File: src/rtl/uart_baud_gen.sv
// Baud tick generator: oversample, mid-bit and bit strobes plus a square baud clock.
// Define BAUD_GEN_FRAC_EN to build the fractional divisor accumulator.
module uart_baud_gen #(
   parameter int SYSTEM_CLK_FREQ = 125_000_000,
   parameter int DEFAULT_BAUD    = 9600,
   parameter int OVERSAMPLE      = 16,
   parameter int DIV_W           = 16,
   parameter int FRAC_W          = 4
) (
   input  logic              i_clk,
   input  logic              i_rst,
   input  logic              i_en,
   input  logic              i_restart,
   input  logic              i_div_load,
   input  logic [DIV_W-1:0]  i_div_int,
   input  logic [FRAC_W-1:0] i_div_frac,
   output logic              o_os_tick,
   output logic              o_mid_tick,
   output logic              o_bit_tick,
   output logic              o_baud_clk
);

   localparam int OS_W = $clog2(OVERSAMPLE);
   localparam logic [63:0] DX =
      (64'(SYSTEM_CLK_FREQ) << FRAC_W) / (64'(OVERSAMPLE) * 64'(DEFAULT_BAUD));
   localparam logic [DIV_W-1:0] DEF_INT = DIV_W'(DX >> FRAC_W);
   localparam logic [DIV_W:0]   CNT_DEF = (DIV_W+1)'(DEF_INT) - (DIV_W+1)'(1);
   localparam logic [OS_W-1:0]  OS_LAST = OS_W'(OVERSAMPLE - 1);
   localparam logic [OS_W-1:0]  OS_PREMID = OS_W'(OVERSAMPLE / 2 - 1);

   logic [DIV_W-1:0] r_act_int;
   logic [DIV_W-1:0] r_pend_int;
   logic             r_pend_vld;
   logic [DIV_W:0]   r_cnt;
   logic [OS_W-1:0]  r_os_cnt;

   logic [DIV_W-1:0] w_load_int;
   logic [DIV_W-1:0] w_next_int;
   logic             w_reload;
   logic             w_carry;
   logic [DIV_W:0]   w_cnt_reload;
   logic [DIV_W:0]   w_cnt_restart;

   assign w_load_int = (i_div_int < DIV_W'(2)) ? DIV_W'(2) : i_div_int;
   assign w_reload   = i_en && (r_cnt == '0);

   // A restart applies a same-cycle load directly, otherwise whatever is pending.
   assign w_next_int = (i_restart && i_div_load) ? w_load_int :
                       r_pend_vld ? r_pend_int : r_act_int;

   assign w_cnt_restart = (DIV_W+1)'(w_next_int) - (DIV_W+1)'(1);
   assign w_cnt_reload  = w_cnt_restart + (DIV_W+1)'(w_carry);

`ifdef BAUD_GEN_FRAC_EN
   localparam logic [FRAC_W-1:0] DEF_FRAC = FRAC_W'(DX);

   logic [FRAC_W-1:0] r_act_frac;
   logic [FRAC_W-1:0] r_pend_frac;
   logic [FRAC_W-1:0] r_frac_acc;
   logic [FRAC_W-1:0] w_next_frac;
   logic [FRAC_W-1:0] w_frac_sum;

   assign w_next_frac = (i_restart && i_div_load) ? i_div_frac :
                        r_pend_vld ? r_pend_frac : r_act_frac;
   assign {w_carry, w_frac_sum} = {1'b0, r_frac_acc} + {1'b0, w_next_frac};

   always_ff @(posedge i_clk or posedge i_rst) begin
      if (i_rst) begin
         r_act_frac  <= DEF_FRAC;
         r_pend_frac <= '0;
         r_frac_acc  <= '0;
      end else begin
         if (i_div_load) r_pend_frac <= i_div_frac;
         if (i_restart) begin
            r_act_frac <= w_next_frac;
            r_frac_acc <= '0;
         end else if (w_reload) begin
            r_act_frac <= w_next_frac;
            r_frac_acc <= w_frac_sum;
         end
      end
   end
`else
   logic w_unused_frac;
   assign w_unused_frac = ^i_div_frac;
   assign w_carry       = 1'b0;
`endif

   always_ff @(posedge i_clk or posedge i_rst) begin
      if (i_rst) begin
         r_act_int  <= DEF_INT;
         r_pend_int <= DEF_INT;
         r_pend_vld <= 1'b0;
         r_cnt      <= CNT_DEF;
         r_os_cnt   <= '0;
         o_os_tick  <= 1'b0;
         o_mid_tick <= 1'b0;
         o_bit_tick <= 1'b0;
         o_baud_clk <= 1'b0;
      end else begin
         o_os_tick  <= 1'b0;
         o_mid_tick <= 1'b0;
         o_bit_tick <= 1'b0;

         if (i_div_load) r_pend_int <= w_load_int;
         if (i_restart)       r_pend_vld <= 1'b0;
         else if (i_div_load) r_pend_vld <= 1'b1;
         else if (w_reload)   r_pend_vld <= 1'b0;

         if (i_restart) begin
            r_act_int  <= w_next_int;
            r_cnt      <= w_cnt_restart;
            r_os_cnt   <= '0;
            o_baud_clk <= 1'b0;
         end else if (w_reload) begin
            r_act_int <= w_next_int;
            r_cnt     <= w_cnt_reload;
            o_os_tick <= 1'b1;
            r_os_cnt  <= (r_os_cnt == OS_LAST) ? '0 : r_os_cnt + OS_W'(1);
            if (r_os_cnt == OS_LAST) begin
               o_bit_tick <= 1'b1;
               o_baud_clk <= 1'b0;
            end
            if (r_os_cnt == OS_PREMID) begin
               o_mid_tick <= 1'b1;
               o_baud_clk <= 1'b1;
            end
         end else if (i_en) begin
            r_cnt <= r_cnt - (DIV_W+1)'(1);
         end
      end
   end

endmodule

File: config.mk
export PLATFORM = sky130hd
export DESIGN_NAME = uart_baud_gen
export DESIGN_NICKNAME = d
export VERILOG_FILES = /design/src/rtl/uart_baud_gen.sv
export SDC_FILE = /design/constraint.sdc
export NUM_CORES = 1
export LEC_CHECK = 0
export BUFFER_PORTS_ARGS = -buffer_cell sky130_fd_sc_hd__buf_2
export CAP_MARGIN = 0
export CORE_MARGIN = 2
export CORE_UTILIZATION = 60
export CTS_CLUSTER_DIAMETER = 200
export DETAILED_ROUTE_END_ITERATION = 8
export GPL_ROUTABILITY_DRIVEN = 0
export PLACE_DENSITY = 0.85
export SLEW_MARGIN = 20
export SYNTH_ARGS = -nofsm -noshare
export SYNTH_HDL_FRONTEND = slang
export SYNTH_SLANG_ARGS = --single-unit
File: constraint.sdc
create_clock -name i_clk -period 2.8 [get_ports i_clk]
set_input_delay 0.42 -clock i_clk [delete_from_list [all_inputs] [get_ports i_clk]]
set_output_delay 0.42 -clock i_clk [all_outputs]
set_load 0.005 [all_outputs]
==> out/metrics.cfg, run 1 <==
[worst_setup_path]
crit_cells = 7
crit_path_end_kind = flop
crit_path_max_incr_delay_ps = 480
critPathMaxFanout = 12
critPathLaunchType = flop
worstPathRequired_ps = 3060
path_cells = inv_1 > ha_1 > or4b_1 > or3_4 > or3_4 > or4_1 > a21oi_1
crit_slowest_cell = or4b_1
cpMostUsedCell = or3_4
worst_r2r_path_depth = 7
crit_arrival_ps = 2950
crit_family = simple AND/OR/NAND/NOR gates
path_class = flop to flop
path_buf_inv = 1

[global_route]
grt_pass1_vias = 2931
track_usage_pct = 29.6
grt_first_pass_wirelength_um = 14400
antenna_found_initial = 0
grt_max_degree = 46
grt_overflow = 0

[timing]
skew_ps = 8.90
max_freq_ghz = 0.373
finalCriticalPeriod_ps = 2680
hold_viol = 0
finalMaxSlewViolations = 0
slew_headroom_pct = 38.9
rsz0062_at_grt = false
setup_viol = 0
tightest_slew_ps = 915
tns_ps = 0
fin_crit_sh_pct = 95.8

[power_and_ir_drop]
switching_share_pct = 31.1
power_density_nw_per_um2 = 632
p_int_mw = 1.69
vdd_drop_max_mv = 0.420
power_frac_seq_pct = 44.6
clockPowerShare_pct = 32.2
pwr-share-comb_pct = 23.2
switchingPower_mw = 0.765
p_leak_nw = 1.68

[floorplanning]
die_height_um = 79.1
die_area_sq_um = 6250
core_sq_um = 5470
initial_core_util_pct = 61.8
die_x_um = 79.1
rows = 27
ios = 29

[clocking]
cts_tree = built
cts_setup_buffers = 0
cts_max_level = 3
cts_max_path_buffers = 2
cts_inserted_buffers = 9
root_buffer = clkbuf_8
clk-insertion-delay-late_ps = 340
hold_buffers = 0
path_clk_slew_ps = 70
cts.repair.resized = 0
numClockSinks = 58

[drt]
ant_nets = 0
drt_pass1_iterations = 5
vias = 2974
drt_iter0_drc = 261
detail_route.vias_per_cell = 6.34
drc = 0
routedWlPerCell_um = 17.9
wl_um = 8410

[finish]
final_cell_mix = dfrtp_1, nand2_1, nor2_1, mux2_2, o21ai_0
nNetsFinal = 420
final_cell_area_sq_um = 3890
n_antenna_cell = 0
final_util_pct = 71.1
layout_commonest_cell = dfrtp_1
drive_gt1_share_pct = 29.5
area_delta_synth_final_pct = 15.1

[yosys]
yosysSeqAreaShare_pct = 43.5
ys.flop_type = dfrtp_1
yosysTopAreaCell = dfrtp_1
syn-instance-count = 353
async_flop_share_pct = 100
synth.distinct_cells = 56
ys_ff_latch = 58
ys_top_cells_by_area = dfrtp_1, dfstp_2, mux2_2
netlist.area_leader.share_pct = 30.3
ys_warn_count = 0
synth_edf_count = 0
avgSynthCellArea_sq_um = 9.58
syn_area_sq_um = 3380
syn_nets = 381

[job]
drv_cap = 0

[placement]
port_buffers = 24
dp_hpwl_um = 5730
place_area_sq_um = 3690

[min_path]
min_path_type = input pin to asynchronous set/reset pin

[status]
outcome = complete, no violations

[Yosys cell counts, types with 3 or more instances]
| library cell | n |
|---|---|
| nand3_1 | 6 |
| o31ai_1 | 4 |
| mux2_2 | 28 |
| xor2_1 | 7 |
| a21bo_2 | 3 |
| buf_1 | 3 |
| nand2_1 | 38 |
| xnor2_1 | 4 |
| nand4_1 | 3 |
| nor3b_1 | 3 |
| mux2i_1 | 16 |
| a21o_1 | 4 |
| nor3_1 | 12 |
| dfrtp_1 | 41 |
| dfstp_2 | 17 |
| o21ai_0 | 25 |
| inv_1 | 8 |
| clkbuf_1 | 9 |
| a31oi_1 | 5 |
| nor2_1 | 28 |
| a21oi_1 | 19 |
| o22ai_1 | 4 |
| or3_1 | 5 |
| nor4_1 | 13 |
| ha_1 | 3 |
[final timing paths]
path                                    start             to  slack, ps
worst min register to register  r_act_int[12]  r_act_int[12]        480
max in group asynchronous               i_rst   r_act_int[9]       1760
min in group i_clk               i_div_int[6]  r_pend_int[6]        350
worst min-delay path                    i_rst       r_cnt[1]        280
worst max register to register       r_cnt[0]    r_os_cnt[3]        120
worst max-delay path                 r_cnt[0]    r_os_cnt[3]        120
[power by group through the flow]
stage | clock (mW) | combinational [mW] | sequential, mW
after detailed placement | 0 | 0.545 | 1.10
after global routing | 0.837 | 0.630 | 1.11
after floorplan | 0 | 0.394 | 1.07
after CTS | 0.799 | 0.561 | 1.09
after global placement | 0 | 0.524 | 1.09
final | 0.790 | 0.571 | 1.10
[per-layer routing]
layer	vias to the layer above	global-route usage, %	part of all wire (%)
met5	-	0	0
met4	0	9.14	1.1
met3	11	6.59	6.7
met2	145	49.2	49
met1	1433	38.9	43
li1	1385	-	-
[kinds of logic after synthesis]
logic type / Yosys count / synth area share, %
xor gates and xnor gates: 11 / 2.85
adders and majority gates: 3 / 1.11
DFF: 58 / 43.5
and+or+nand+nor: 125 / 18.7
buffers and inverters: 25 / 3.29
muxes: 44 / 14.1
AOI/OAI and AO/OA: 87 / 16.4
[metrics by stage]
step                power [mW]  hold WS (ps)  cells  worst slack [ps]
global placement          1.62           458    453               191
global route              2.58           343    469              3.20
CTS                       2.45           297    469               145
detailed placement        1.65           469    453               109
finish                    2.46           277    469               117
floorplan                 1.46           438    353               356
[registers in the layout (all words and copies together), names as in the netlist]
register    count
r_pend_int     16
r_pend_vld      1
o_baud_clk      1
r_os_cnt        4
o_os_tick       1
r_cnt          17
o_mid_tick      1
o_bit_tick      1
r_act_int      16
[final cells by class]
cell class	count	area, sq um
fill	406	1580
clock buffer	11	151
inverter	8	30.0
sequential	58	1470
clock inverter	5	52.6
timing repair buffer	45	290
multi-input combinational	270	1800
tap	72	90.1
[worst reg2reg max path: cells and delay by family (launching register included)]
kind                     cells  cell delay (ps)
AND/OR/NAND/NOR              4             1700
adder cells (fa/ha/maj)      1              240
flip-flops                   1              420
AO/OA/AOI/OAI                1              150
buffers and inverters        1               90
No activity file was read; power rests on OpenSTA's default activity.
==> run 2: changes to the inputs <==
- clock period: 2.8 -> 3.37 ns (I/O delays scaled with it)
==> run 2 against run 1 <==
Effect of this change:
- hold slack improved by 62 ps
- cell area decreased by 1.7%
- sequential cell count is the same
- register-to-register slack gained 320 ps
==> out/metrics.cfg, run 2 (synthesized netlist as in run 1, its figures left out) <==
[status]
outcome = complete, no violations

[placement]
place_area_sq_um = 3610
dp_hpwl_um = 5650
port_buffers = 24

[drt]
drt_iter0_drc = 222
vias = 2935
drc = 0
drt_pass1_iterations = 5
routedWlPerCell_um = 17.7
ant_nets = 0
detail_route.vias_per_cell = 6.38
wl_um = 8140

[clocking]
cts_max_level = 3
cts_setup_buffers = 0
cts.repair.resized = 0
cts_tree = built
hold_buffers = 0
root_buffer = clkbuf_8
cts_inserted_buffers = 9
clk-insertion-delay-late_ps = 340
path_clk_slew_ps = 70
numClockSinks = 58
cts_max_path_buffers = 2

[worst_setup_path]
crit_path_end_kind = flop
worstPathRequired_ps = 3560
critPathMaxFanout = 10
path_class = flop to flop
critPathLaunchType = flop
timing.rr.start = r_pend_vld
crit_arrival_ps = 3120
cp-startpoint = r_pend_vld

[floorplanning]
core_sq_um = 5470
die_height_um = 79.1
die_area_sq_um = 6250
ios = 29
initial_core_util_pct = 61.8
die_x_um = 79.1
rows = 27

[timing]
rsz0062_at_grt = false
finalMaxSlewViolations = 0
slew_headroom_pct = 38.7
tns_ps = 0
tightest_slew_ps = 918
finalCriticalPeriod_ps = 2930
skew_ps = 6.79
setup_viol = 0
fin_crit_sh_pct = 87.0
max_freq_ghz = 0.341
hold_viol = 0

[job]
drv_cap = 0

[finish]
final_cell_area_sq_um = 3830
n_antenna_cell = 0
register_area_sq_um = 1470
largest_reg_flops = 17
multi_input_area_sq_um = 1800
drive_gt1_share_pct = 27.8
nNetsFinal = 411
area_delta_synth_final_pct = 13.1
num-fill-cells = 404
layout_commonest_cell = dfrtp_1
reg_top3 = r_cnt (17), r_act_int (16), r_pend_int (16)
largest-register = r_cnt
final_cell_mix = dfrtp_1, nand2_1, nor2_1, mux2_2, o21ai_0

[global_route]
grt_max_degree = 56
grt_pass1_vias = 2815
grt_first_pass_wirelength_um = 13700
grt_overflow = 0
antenna_found_initial = 0
track_usage_pct = 28.3

[power_and_ir_drop]
vdd_drop_max_mv = 0.524
p_leak_nw = 1.63
power_density_nw_per_um2 = 539

[min_path]
min_path_type = input pin to asynchronous set/reset pin

[run 2: per-layer routing]
metal | track usage (%) | part of all wire (%)
met3 | 5.23 | 4.7
met2 | 46.9 | 50
met4 | 11.9 | 2.0
met1 | 36.5 | 43
met5 | 0 | 0
[run 2: path summary, 6_finish.rpt]
| kind | end | slack [ps] | depth (start not counted) |
|---|---|---|---|
| max in group asynchronous | r_pend_int[0] | 2340 | 3 |
| worst max-delay path | r_cnt[14] | 440 | 9 |
| worst min register to register | r_act_int[2] | 490 | 2 |
| worst max register to register | r_cnt[14] | 440 | 9 |
| min in group i_clk | r_pend_int[14] | 440 | 2 |
| worst min-delay path | o_baud_clk | 340 | 2 |
[run 2: power breakdown]
part           switching [mW]  internal [mW]
sequential             0.0920          0.819
clock                   0.286          0.414
combinational           0.254          0.197
total                   0.633           1.43
[run 2: through the flow]
stage	power (mW)	setup WS, ps	util (%)	hold WS [ps]	std cells
floorplan	1.22	880	-	438	353
global placement	1.33	477	65.9	459	444
detailed placement	1.35	324	65.9	467	444
CTS	2.07	445	69.9	422	460
global route	2.16	146	69.9	409	460
finish	2.06	440	69.9	339	460
[run 2: final cells by class]
cell class                      count  share of cell area, %
Inverter                            8                  0.818
Clock buffer                        9                   3.24
Clock inverter                      7                   2.45
Tap cell                           72                   2.35
Sequential cell                    58                   38.5
Multi-Input combinational cell    270                   47.2
Timing Repair Buffer               36                   5.49
[run 2: critical path: stages (launching register included)]
cell	delay, ps
dfrtp_1	620
buf_4	300
mux2i_1	200
nor2_1	70
a21oi_1	280
ha_1	260
nand4_1	220
nor4_1	510
xor2_1	210
o22ai_1	100
